File: src/rtl/spi_rx_pkg.sv
// Shared types and constants for the SPI slave receiver.
package spi_rx_pkg;
  typedef enum logic [1:0] {
    IDLE  = 2'd0,
    SHIFT = 2'd1,
    FULL  = 2'd2
  } state_t;

  localparam int   DEFAULT_FRAME_BITS = 24;
  localparam logic CS_IDLE            = 1'b1;
  localparam logic SCK_IDLE           = 1'b1;
endpackage

File: src/rtl/spi_rx_slave_sync_edge_detect.sv
// Multi-flop synchroniser for one asynchronous input, with rise/fall strobes
// derived from the synchronised level and a one-cycle delayed copy.
module sync_edge_detect #(
  parameter int   SYNC_STAGES = 2,
  parameter logic RESET_VAL   = 1'b0
) (
  input  logic clock_in,
  input  logic reset_n,
  input  logic async_in,
  output logic sync,
  output logic rise,
  output logic fall
);
  logic [SYNC_STAGES-1:0] chain_p;
  logic                   prev_p;

  always_ff @(posedge clock_in or negedge reset_n) begin
    if (!reset_n) begin
      chain_p <= {SYNC_STAGES{RESET_VAL}};
      prev_p  <= RESET_VAL;
    end else begin
      chain_p <= {chain_p[SYNC_STAGES-2:0], async_in};
      prev_p  <= chain_p[SYNC_STAGES-1];
    end
  end

  assign sync = chain_p[SYNC_STAGES-1];
  assign rise = sync & ~prev_p;
  assign fall = ~sync & prev_p;
endmodule

File: src/rtl/spi_rx_slave.sv
// SPI slave receiver (CS low, SCK idles high, sample on SCK fall, MSB first).
// Define SPI_RX_MISO_EN to add a MISO port that echoes the previous valid word.
module spi_rx_slave
  import spi_rx_pkg::*;
#(
  parameter int FRAME_BITS  = DEFAULT_FRAME_BITS,
  parameter int SYNC_STAGES = 2
) (
  input  logic                  clock_in,
  input  logic                  reset_n,
  input  logic                  spi_cs_in,
  input  logic                  spi_clock_in,
  input  logic                  spi_data_in,
  output logic [FRAME_BITS-1:0] data_out,
  output logic                  data_valid,
  output logic                  frame_error,
  output logic                  busy
`ifdef SPI_RX_MISO_EN
  ,
  output logic                  spi_data_out
`endif
);
  localparam int CNT_W = $clog2(FRAME_BITS + 1);
  localparam logic [CNT_W-1:0] LAST_BIT = CNT_W'(FRAME_BITS - 1);

  logic cs_s, cs_rise, cs_fall, sck_fall, mosi_s, sck_take;
  logic sck_level_unused;
  logic [1:0] mosi_edge_unused;
`ifdef SPI_RX_MISO_EN
  logic sck_rise;
  logic [FRAME_BITS-1:0] tx_q, tx_nxt;
`else
  logic sck_rise_unused;
`endif

  sync_edge_detect #(.SYNC_STAGES(SYNC_STAGES), .RESET_VAL(CS_IDLE)) u_cs_sync (
    .clock_in(clock_in), .reset_n(reset_n), .async_in(spi_cs_in),
    .sync(cs_s), .rise(cs_rise), .fall(cs_fall)
  );

  sync_edge_detect #(.SYNC_STAGES(SYNC_STAGES), .RESET_VAL(SCK_IDLE)) u_sck_sync (
    .clock_in(clock_in), .reset_n(reset_n), .async_in(spi_clock_in),
    .sync(sck_level_unused),
`ifdef SPI_RX_MISO_EN
    .rise(sck_rise),
`else
    .rise(sck_rise_unused),
`endif
    .fall(sck_fall)
  );

  sync_edge_detect #(.SYNC_STAGES(SYNC_STAGES), .RESET_VAL(1'b0)) u_mosi_sync (
    .clock_in(clock_in), .reset_n(reset_n), .async_in(spi_data_in),
    .sync(mosi_s), .rise(mosi_edge_unused[0]), .fall(mosi_edge_unused[1])
  );

  assign sck_take = sck_fall & ~cs_s;

  state_t                 state_q, state_nxt;
  logic [FRAME_BITS-1:0]  shift_q, shift_nxt, data_nxt;
  logic [CNT_W-1:0]       count_q, count_nxt;
  logic                   over_q, over_nxt, dv_nxt, fe_nxt;
  logic                   armed_q;
  logic [SYNC_STAGES-1:0] settle_p;

  // The synchroniser's reset level is not a real observation of CS, so arming
  // waits until the chain has been refilled with genuine samples.
  always_ff @(posedge clock_in or negedge reset_n) begin
    if (!reset_n) begin
      settle_p <= '0;
      armed_q  <= 1'b0;
    end else begin
      settle_p <= {settle_p[SYNC_STAGES-2:0], 1'b1};
      armed_q  <= armed_q | (cs_s & settle_p[SYNC_STAGES-1]);
    end
  end

  always_comb begin
    state_nxt = state_q;
    shift_nxt = shift_q;
    count_nxt = count_q;
    over_nxt  = over_q;
    data_nxt  = data_out;
    dv_nxt    = 1'b0;
    fe_nxt    = 1'b0;
`ifdef SPI_RX_MISO_EN
    tx_nxt    = tx_q;
`endif
    case (state_q)
      IDLE: begin
        if (cs_fall && armed_q) begin
          state_nxt = SHIFT;
          shift_nxt = '0;
          count_nxt = '0;
          over_nxt  = 1'b0;
`ifdef SPI_RX_MISO_EN
          tx_nxt    = data_out;
`endif
        end
      end
      SHIFT: begin
        if (cs_rise) begin
          fe_nxt    = (count_q != '0);
          state_nxt = IDLE;
        end else if (sck_take) begin
          shift_nxt = {shift_q[FRAME_BITS-2:0], mosi_s};
          count_nxt = count_q + 1'b1;
          if (count_q == LAST_BIT) state_nxt = FULL;
        end
`ifdef SPI_RX_MISO_EN
        else if (sck_rise) begin
          tx_nxt = {tx_q[FRAME_BITS-2:0], 1'b0};
        end
`endif
      end
      FULL: begin
        if (cs_rise) begin
          state_nxt = IDLE;
          if (over_q) begin
            fe_nxt = 1'b1;
          end else begin
            data_nxt = shift_q;
            dv_nxt   = 1'b1;
          end
        end else if (sck_take) begin
          over_nxt = 1'b1;
        end
      end
      default: state_nxt = IDLE;
    endcase
  end

  always_ff @(posedge clock_in or negedge reset_n) begin
    if (!reset_n) begin
      state_q     <= IDLE;
      shift_q     <= '0;
      count_q     <= '0;
      over_q      <= 1'b0;
      data_out    <= '0;
      data_valid  <= 1'b0;
      frame_error <= 1'b0;
`ifdef SPI_RX_MISO_EN
      tx_q        <= '0;
`endif
    end else begin
      state_q     <= state_nxt;
      shift_q     <= shift_nxt;
      count_q     <= count_nxt;
      over_q      <= over_nxt;
      data_out    <= data_nxt;
      data_valid  <= dv_nxt;
      frame_error <= fe_nxt;
`ifdef SPI_RX_MISO_EN
      tx_q        <= tx_nxt;
`endif
    end
  end

  assign busy = (state_q != IDLE);
`ifdef SPI_RX_MISO_EN
  assign spi_data_out = (state_q == SHIFT) ? tx_q[FRAME_BITS-1] : 1'b0;
`endif
endmodule

File: config.mk
export PLATFORM = sky130hd
export DESIGN_NAME = spi_rx_slave
export DESIGN_NICKNAME = d
export VERILOG_FILES = /design/src/rtl/spi_rx_pkg.sv /design/src/rtl/spi_rx_slave_sync_edge_detect.sv /design/src/rtl/spi_rx_slave.sv
export SDC_FILE = /design/constraint.sdc
export NUM_CORES = 1
export LEC_CHECK = 0
export ABC_AREA = 1
export CORE_ASPECT_RATIO = 1.5
export CORE_MARGIN = 2
export CORE_UTILIZATION = 50
export CTS_CLUSTER_SIZE = 25
export DETAILED_ROUTE_END_ITERATION = 8
export PLACE_DENSITY_LB_ADDON = 0.05
export REMOVE_ABC_BUFFERS = 1
export SLEW_MARGIN = 10
export SYNTH_ARGS = -nofsm -noshare
export SYNTH_HDL_FRONTEND = slang
export SYNTH_SLANG_ARGS = --single-unit
File: constraint.sdc
create_clock -name clock_in -period 2.43 [get_ports clock_in]
set_input_delay 0.3645 -clock clock_in [delete_from_list [all_inputs] [get_ports clock_in]]
set_output_delay 0.3645 -clock clock_in [all_outputs]
set_load 0.01 [all_outputs]
* Yosys cells after proc, flatten, opt, wreduce, memory -nomap -nowiden
Cells that the tools add are included.
** Word-level totals
- Flip-flop bits (word level) :: 69
- Output and inout bits :: 27
- Bits of input ports :: 5
** Operators by class
- Bitwise operators :: 10
- Add/subtract/negate cells :: 1
- Eq/ne operators :: 11
- Reduce and logical (&&, ||, !) cells :: 10
- Muxes and demuxes :: 25
** Operators with widths (count)
- $mux W24 :: 3
- $pmux W24 S2 :: 1
- $mux W5 :: 3
- $ne A2 B2 Y1 const B :: 6
- $reduce_and A4 Y1 :: 3
- $mux W2 :: 5
- $pmux W5 S2 :: 1
- $mux W1 :: 9
- $ne A3 B3 Y1 const B :: 2
- $pmux W2 S3 :: 1
- $reduce_bool A2 Y1 :: 3
- $add A5 B1 Y5 const B :: 1
- $and A1 B1 Y1 :: 5
- $eq A5 B5 Y1 const B :: 1
- $reduce_bool A5 Y1 :: 1
- $not A1 Y1 :: 4
- $pmux W1 S2 :: 2
- $reduce_and A3 Y1 :: 1
- $eq A2 B1 Y1 const B :: 1
- $eq A2 B2 Y1 const B :: 1
- $logic_not A2 Y1 :: 1
- $logic_and A1 B1 Y1 :: 1
- $or A1 B1 Y1 :: 1

* Logic depth before layout (Yosys ltp)
Gate-level depths: netlist of run 1.
- Depth after elaboration :: 6
- Gate-level depth with buffers :: 10

* Cells and area by module
Synthesis of run 1 repeated with hierarchy kept, for this count alone.
** Second synthesis, totals
- Cell total of the unflattened synthesis :: 315
- Area total of the unflattened synthesis :: 2830.2 um^2
** By module, submodules not included
- spi_rx_slave :: cells each 294, area an instance 2552.4 um^2, instances 1
- sync_edge_detect at u_cs_sync ... :: cells each 7, area an instance 93.8 um^2, instances 2
- sync_edge_detect at u_mosi_sync :: cells each 7, area an instance 90.1 um^2, instances 1

* Worst setup path after synthesis of run 1
No wires, ideal clock.
- Path type :: reg2reg
- Start :: reg state_q[1]
- End :: reg shift_q[13]
- Cell stages (with the launch flop) :: 10
- Buffers on the path :: 2
- Data arrival time :: 1.245 ns
- Setup slack :: 1.069 ns
- Clock period less this slack :: 1.361 ns
- Cell sequence :: dfrtp_1 -> inv_1 -> ha_1 -> nand4_2 -> nand2_1 -> nand2_1 -> buf_6 -> buf_6 -> nand2_1 -> nand2_1
** On the way
- Word-level cells in the longest chain between the ends :: 3
- Elaborated cells on any way between the ends :: 8
- Classes of those cells :: 4 x eq/ne; 1 x mux; 3 x reduce/logical
** Ends and longest elaborated chain
- from (decl) :: line spi_rx_slave.sv:59 : state_t state_q, state_nxt;
- from (signal assigned) :: line spi_rx_slave.sv:146 : state_q <= state_nxt;
- $eq A2 B1 Y1 or $logic_not A2 Y1 (tied branches) :: line spi_rx_slave.sv:89 : case (state_q)
- $ne A2 B2 Y1 (no source line) or $reduce_bool A2 Y1 (tied branches)
- $reduce_and A4 Y1 (no source line)
- to (signal assigned) :: line spi_rx_slave.sv:147 : shift_q <= shift_nxt;
- to (decl) :: line spi_rx_slave.sv:60 : logic [FRAME_BITS-1:0] shift_q, shift_nxt, data_nxt;
Parallel ways exist; a longest one is shown, timed or not.
A chain may end at the register's enable or synchronous reset.

* Worst setup path after layout of run 1
- Start :: reg state_q[0]
- End :: out busy
** On the way
- Word-level cells in the longest chain between the ends :: 1
** Ends and longest elaborated chain
- $reduce_bool A2 Y1 :: line spi_rx_slave.sv:159 : assign busy = (state_q != IDLE);
- to (decl) :: line spi_rx_slave.sv:17 : output logic busy
No other way between the ends.

==> results.cfg, run 1 <==
[clock_tree]
cts_buffers = 9
cts_resized = 0
root_buffer = clkbuf_8
cts_tree = yes
ctsHtreeMaxLevel = 3
clk_pin_slew_worst_paths_ns = 0.08
post_cts_buffers = 0
clk_latency_ns = 0.34
cts_buffer_depth = 2
ctsHoldBuffers = 0
cts.sinks = 69

[pwr]
power.leakage_uw = 0.00179
irDropWorstVdd_mv = 0.416
p_per_area_nw_per_um2 = 791

[setup_path]
cp.required_ns = 2.07
cpMostUsedCell = inv_1
crit_arrival_ns = 1.66
slowest_delay_ns = 0.53
endpoint_kind = primary output
crit_slowest_cell = clkdlybuf4s50_1
start_kind = flip-flop
crit_type = flip-flop to primary output
worstPathMaxFanout = 4
r2r_slack_ns = 0.74
path_cells = inv_1 -> ha_1 -> inv_1 -> clkdlybuf4s50_1

[synthesis]
yosysWarnings = 0
yosysTopAreaCell = dfrtp_1
syn_inst = 309
synth_top_flop_cell = dfrtp_1
synth_area_leaders = dfrtp_1 56%, nand2_1 20%, nand3_1 5.9%
synth-seq-area-share_pct = 61.8
synth_top_area_share_pct = 56.2
synth_edf_count = 0
synth-async-reset-ratio_pct = 100
syn_area_um2 = 2810
avgSynthCellArea_um2 = 9.08
ys_seq_elements = 69
synth_cell_types = 23

[floorplan]
coreArea_um2 = 5450
ioPinCount = 32
die_area_um2 = 6240
row_count = 33
initial_utilization_pct = 51.5
die_w_um = 65.2
die_h_um = 95.8

[global_route]
grt_pass1_vias = 2104
grt.overflow.total = 0
grt_first_pass_wirelength_um = 9120
grt_use_total_pct = 19.5
grt_start_max_net_pins = 70
antenna_found_initial = 0

[timing]
clock_skew_ns = 0.0137
layout_setup_ws_ns = 0.408
finalMaxSlewViolations = 0
period_share_pct = 83.2
setup_viol = 0
hold_violations = 0
fin_setup_tns_ns = 0
max_freq_mhz = 495
rsz0062_at_grt = no
fin_crit_ns = 2.02
timing.hold.ws_ns = 0.0404

[route]
drt_wl_total_um = 5230
ant_nets = 0
vias = 2057
met2_length_um = 2700
drc = 0
dr.pass1.iters = 4
drt-met1-wl_um = 2290
wl_per_cell_um = 12.5
vias_per_cell = 4.92
top_layer = met4
drt_iter0_markers = 111
wl_met3_um = 176

[run]
maxCapViolations = 0

[placed_design]
place_congestion = 0.772
dp_slack_ns = 0.759
port_buffers = 31
place_inst = 402
dp_hpwl_um = 3320

[layout]
multi_input_area_um2 = 926
drive_above_1_share_pct = 9.77
stdcell_count = 418
nNetsFinal = 353
area_delta_synth_final_pct = 19.0
antennaDiodeCount = 0
regArea_um2 = 1730
fill_cells = 498
fin_util_pct = 61.3

[status]
status = completed

[min_path]
hold_path.class = primary input to asynchronous set/reset pin
==> stage by stage <==
stage	total power, uW	cell area, um2
after floorplan	1610	2720
after global placement	1830	3160
after detailed placement	1830	3160
after CTS	2680	3340
after global routing	2790	3340
final	2640	3340
==> path summary, 6_finish.rpt <==
kind,start,end,cells past startpoint
hold / removal,reset_n,count_q[2],2
max in group asynchronous,reset_n,u_sck_sync.chain_p[1],2
hold reg to reg,settle_p[0],settle_p[1],0
setup / recovery,state_q[0],busy,4
setup reg to reg,state_q[0],state_q[0],9
min in group clock_in,settle_p[0],settle_p[1],0
==> metal layers <==
metal	GRT usage, %	vias to the layer above
li1	-	1022
met1	23.2	1001
met2	32.7	28
met3	5.03	6
met4	9.38	0
met5	0	-
==> report_power, final <==
group,internal (uW),switching (uW),total [uW]
Combinational,164,388,552
Clock,454,387,841
Sequential,1210,40.5,1250
==> cells in the mapped netlist (all sizes together) (2+ instances only) <==
cell type / n
inv: 17
ha: 5
nor2: 8
nor3: 2
dfrtp: 63
nand2: 153
nand3: 35
nand4: 2
buf: 12
dfstp: 6
==> logic make-up after synthesis <==
group	synth area share (%)
other	0.134
buffers and inverters	5.22
flip-flops	61.8
AND/OR/NAND/NOR	29.5
AO/OA/AOI/OAI	1.11
adder cells (fa/ha/maj)	2.23
==> layout make-up <==
cell class / count / share of cell area (%)
well taps: 70 / 2.62
clock inverters: 1 / 0.150
repair buffers: 35 / 10.4
inverters: 17 / 1.91
multi-input cells: 211 / 27.7
flip-flops and latches: 69 / 51.9
clock buffers: 15 / 5.28
==> registers in the layout, indices dropped and copies added, names as in the netlist <==
| register | cells |
|---|---|
| u_cs_sync.chain_p | 2 |
| state_q | 2 |
| count_q | 5 |
| data_valid | 1 |
| data_out | 24 |
| over_q | 1 |
| u_sck_sync.chain_p | 2 |
| frame_error | 1 |
| shift_q | 24 |
| u_mosi_sync.chain_p | 2 |
| armed_q | 1 |
| settle_p | 2 |
| u_cs_sync.prev_p | 1 |
| u_sck_sync.prev_p | 1 |
==> worst max-delay path: cells and delay by family (launching register included) <==
family	cells	cell delay [ns]
adder cells (fa/ha/maj)	1	0.25
buffers and inverters	3	0.70
flip-flops	1	0.39
==> cells in the final DEF (no fill, tap or decap) <==
master	count
clkdlybuf4s50_1	30
clkbuf_1	3
nand3_2	1
nor3_1	2
ha_1	5
inv_2	6
a31oi_1	1
nand4_2	1
clkinv_2	1
nand3_4	1
nor2_1	8
inv_1	11
conb_1	1
dfrtp_1	63
nand3_1	33
buf_2	1
nand2_1	152
a21oi_1	1
clkbuf_8	12
nand2_2	1
a21o_1	1
o21ai_0	1
buf_12	1
buf_4	3
dfstp_2	6
nand4_1	1
o21bai_1	1
No activity file was read; power rests on OpenSTA's default activity.
==> run 2, diff against run 1 <==
Clock period 2.43 ns to 1.6 ns, I/O delays scaled along.
==> run 2 against run 1 <==
Compared with the run above: sequential share of layout area shrank 3.1 points; clock power grew 100%; die area is the same; critical path depth grew 5; final area grew 6.4%; first-iteration DRC count grew 11%; cell count grew 1.9%; combinational power grew 110%; sequential cell count is the same; setup slack lost 0.34 ns.
==> results.cfg, run 2 (synthesis gave the netlist of run 1 again) <==
[status]
status = completed

[timing]
period_share_pct = 95.8
max_freq_mhz = 653
layout_setup_ws_ns = 0.0678
clock_skew_ns = 0.00558
timing.hold.ws_ns = 0.297
finalMaxSlewViolations = 0
setup_viol = 0
hold_violations = 0
fin_crit_ns = 1.53

[placed_design]
dp_slack_ns = 0.0497
port_buffers = 31
dp_hpwl_um = 3410
place_congestion = 0.732

[min_path]
hold_path.class = primary input to asynchronous set/reset pin

[route]
wl_per_cell_um = 12.8
drt_iter0_markers = 123
vias = 2119
drc = 0
ant_nets = 0
drt_wl_total_um = 5470
vias_per_cell = 4.97
dr.pass1.iters = 6

[global_route]
antenna_found_initial = 0
grt_first_pass_wirelength_um = 9150
grt_start_max_net_pins = 48
grt_use_total_pct = 19.4
grt.overflow.total = 0
grt_pass1_vias = 2035

[floorplan]
die_w_um = 65.2
initial_utilization_pct = 51.5
ioPinCount = 32
coreArea_um2 = 5450
die_h_um = 95.8
die_area_um2 = 6240
row_count = 33

[setup_path]
cp.required_ns = 1.83
r2r_start = state_q[0]
r2r-end = shift_q[1]
path_cells = buf_4 -> ha_2 -> inv_2 -> nand2_2 -> nand2_2 -> nand2_2 -> clkbuf_16 -> nand2_1 -> nand2_1
cp-endpoint = shift_q[1]
r2r_slack_ns = 0.07
worstPathMaxFanout = 14
crit_type = flip-flop to flip-flop
r2r_cells = 9
start_kind = flip-flop
endpoint_kind = flip-flop
crit_arrival_ns = 1.76
worst-path-buf-inv = 3
slowest_delay_ns = 0.40
cp.depth = 9
path_delay_family = buffers and inverters
crit_slowest_cell = dfrtp_1
cpMostUsedCell = nand2_2
crit_start = state_q[0]

[clock_tree]
clk_pin_slew_worst_paths_ns = 0.07
root_buffer = clkbuf_8
clk_latency_ns = 0.34
cts_buffer_depth = 2
ctsHtreeMaxLevel = 3
cts_buffers = 9
cts_tree = yes
cts.sinks = 69

[layout]
area_delta_synth_final_pct = 26.7
drive_above_1_share_pct = 14.3
top_regs = data_out: 24 flops, shift_q: 24 flops, count_q: 5 flops
final_cell_mix = 149 x nand2_1, 63 x dfrtp_1, 33 x nand3_1
antennaDiodeCount = 0
nNetsFinal = 361
layout_commonest_cell = nand2_1

[pwr]
power.leakage_uw = 0.00187
p_per_area_nw_per_um2 = 1330
irDropWorstVdd_mv = 0.726

[run]
maxCapViolations = 0
## run 2: worst register-to-register path, cell delays in order, from the launching register on
cell,delay [ns]
dfrtp_1,0.40
buf_4,0.15
ha_2,0.21
inv_2,0.11
nand2_2,0.08
nand2_2,0.09
nand2_2,0.10
clkbuf_16,0.20
nand2_1,0.06
nand2_1,0.05
## run 2: per-stage QoR
stage               total power, uW  setup TNS (ns)  utilization, %  instances  instance area [um2]
finish                         4740               0            65.2        426                 3560
global route                   4960         -0.0374            65.2        426                 3560
CTS                            4620               0            64.3        424                 3500
detailed placement             2860               0            59.2        406                 3230
global placement               2840               0            59.2        406                 3230
floorplan                      2440           -4.85               -        297                 2720
## run 2: metal layers
layer  global-route usage, %  part of all wire (%)
met1                    24.2                    45
met2                    31.3                    51
met3                    5.03                   3.2
met5                       0                     0
met4                    9.55                   1.7
## run 2: what timing repair did
action	4_1_cts	5_1_grt
cloned	0	1
buffers inserted	1	1
hold buffers	1	0
endpoints found under the hold margin	8	0
endpoints found under the setup margin	1	30
pin swaps	0	1
resized for setup	3	8
## run 2: report_power, final
| part | internal, uW | total [uW] | switching [uW] |
|---|---|---|---|
| clock network | 1070 | 1710 | 633 |
| logic | 429 | 1140 | 708 |
| registers | 1830 | 1890 | 57.9 |
| total | 3340 | 4740 | 1400 |
## run 2: cell type report
class / count / area, um2
tap: 70 / 87.6
clock inverter: 6 / 110
inverter: 17 / 63.8
multi-input combinational: 211 / 957
timing repair buffer: 43 / 465
sequential: 69 / 1730
clock buffer: 10 / 138
fill: 464 / 1890
## run 2: worst min-delay path by stage
stage / from / endpoint / cells past startpoint
after floorplan: reset_n / armed_q / 0
after global placement: reset_n / armed_q / 1
after detailed placement: reset_n / armed_q / 1
after CTS: reset_n / armed_q / 2
after global routing: spi_cs_in / u_cs_sync.chain_p[0] / 1
final: reset_n / armed_q / 2
==> run 3, diff against run 2 <==
Settings changed: ABC_CLOCK_PERIOD_IN_PS set to 1600.
==> results of run 3 <==
Same layout as run 2: the final DEF is identical, and so are final timing and power.
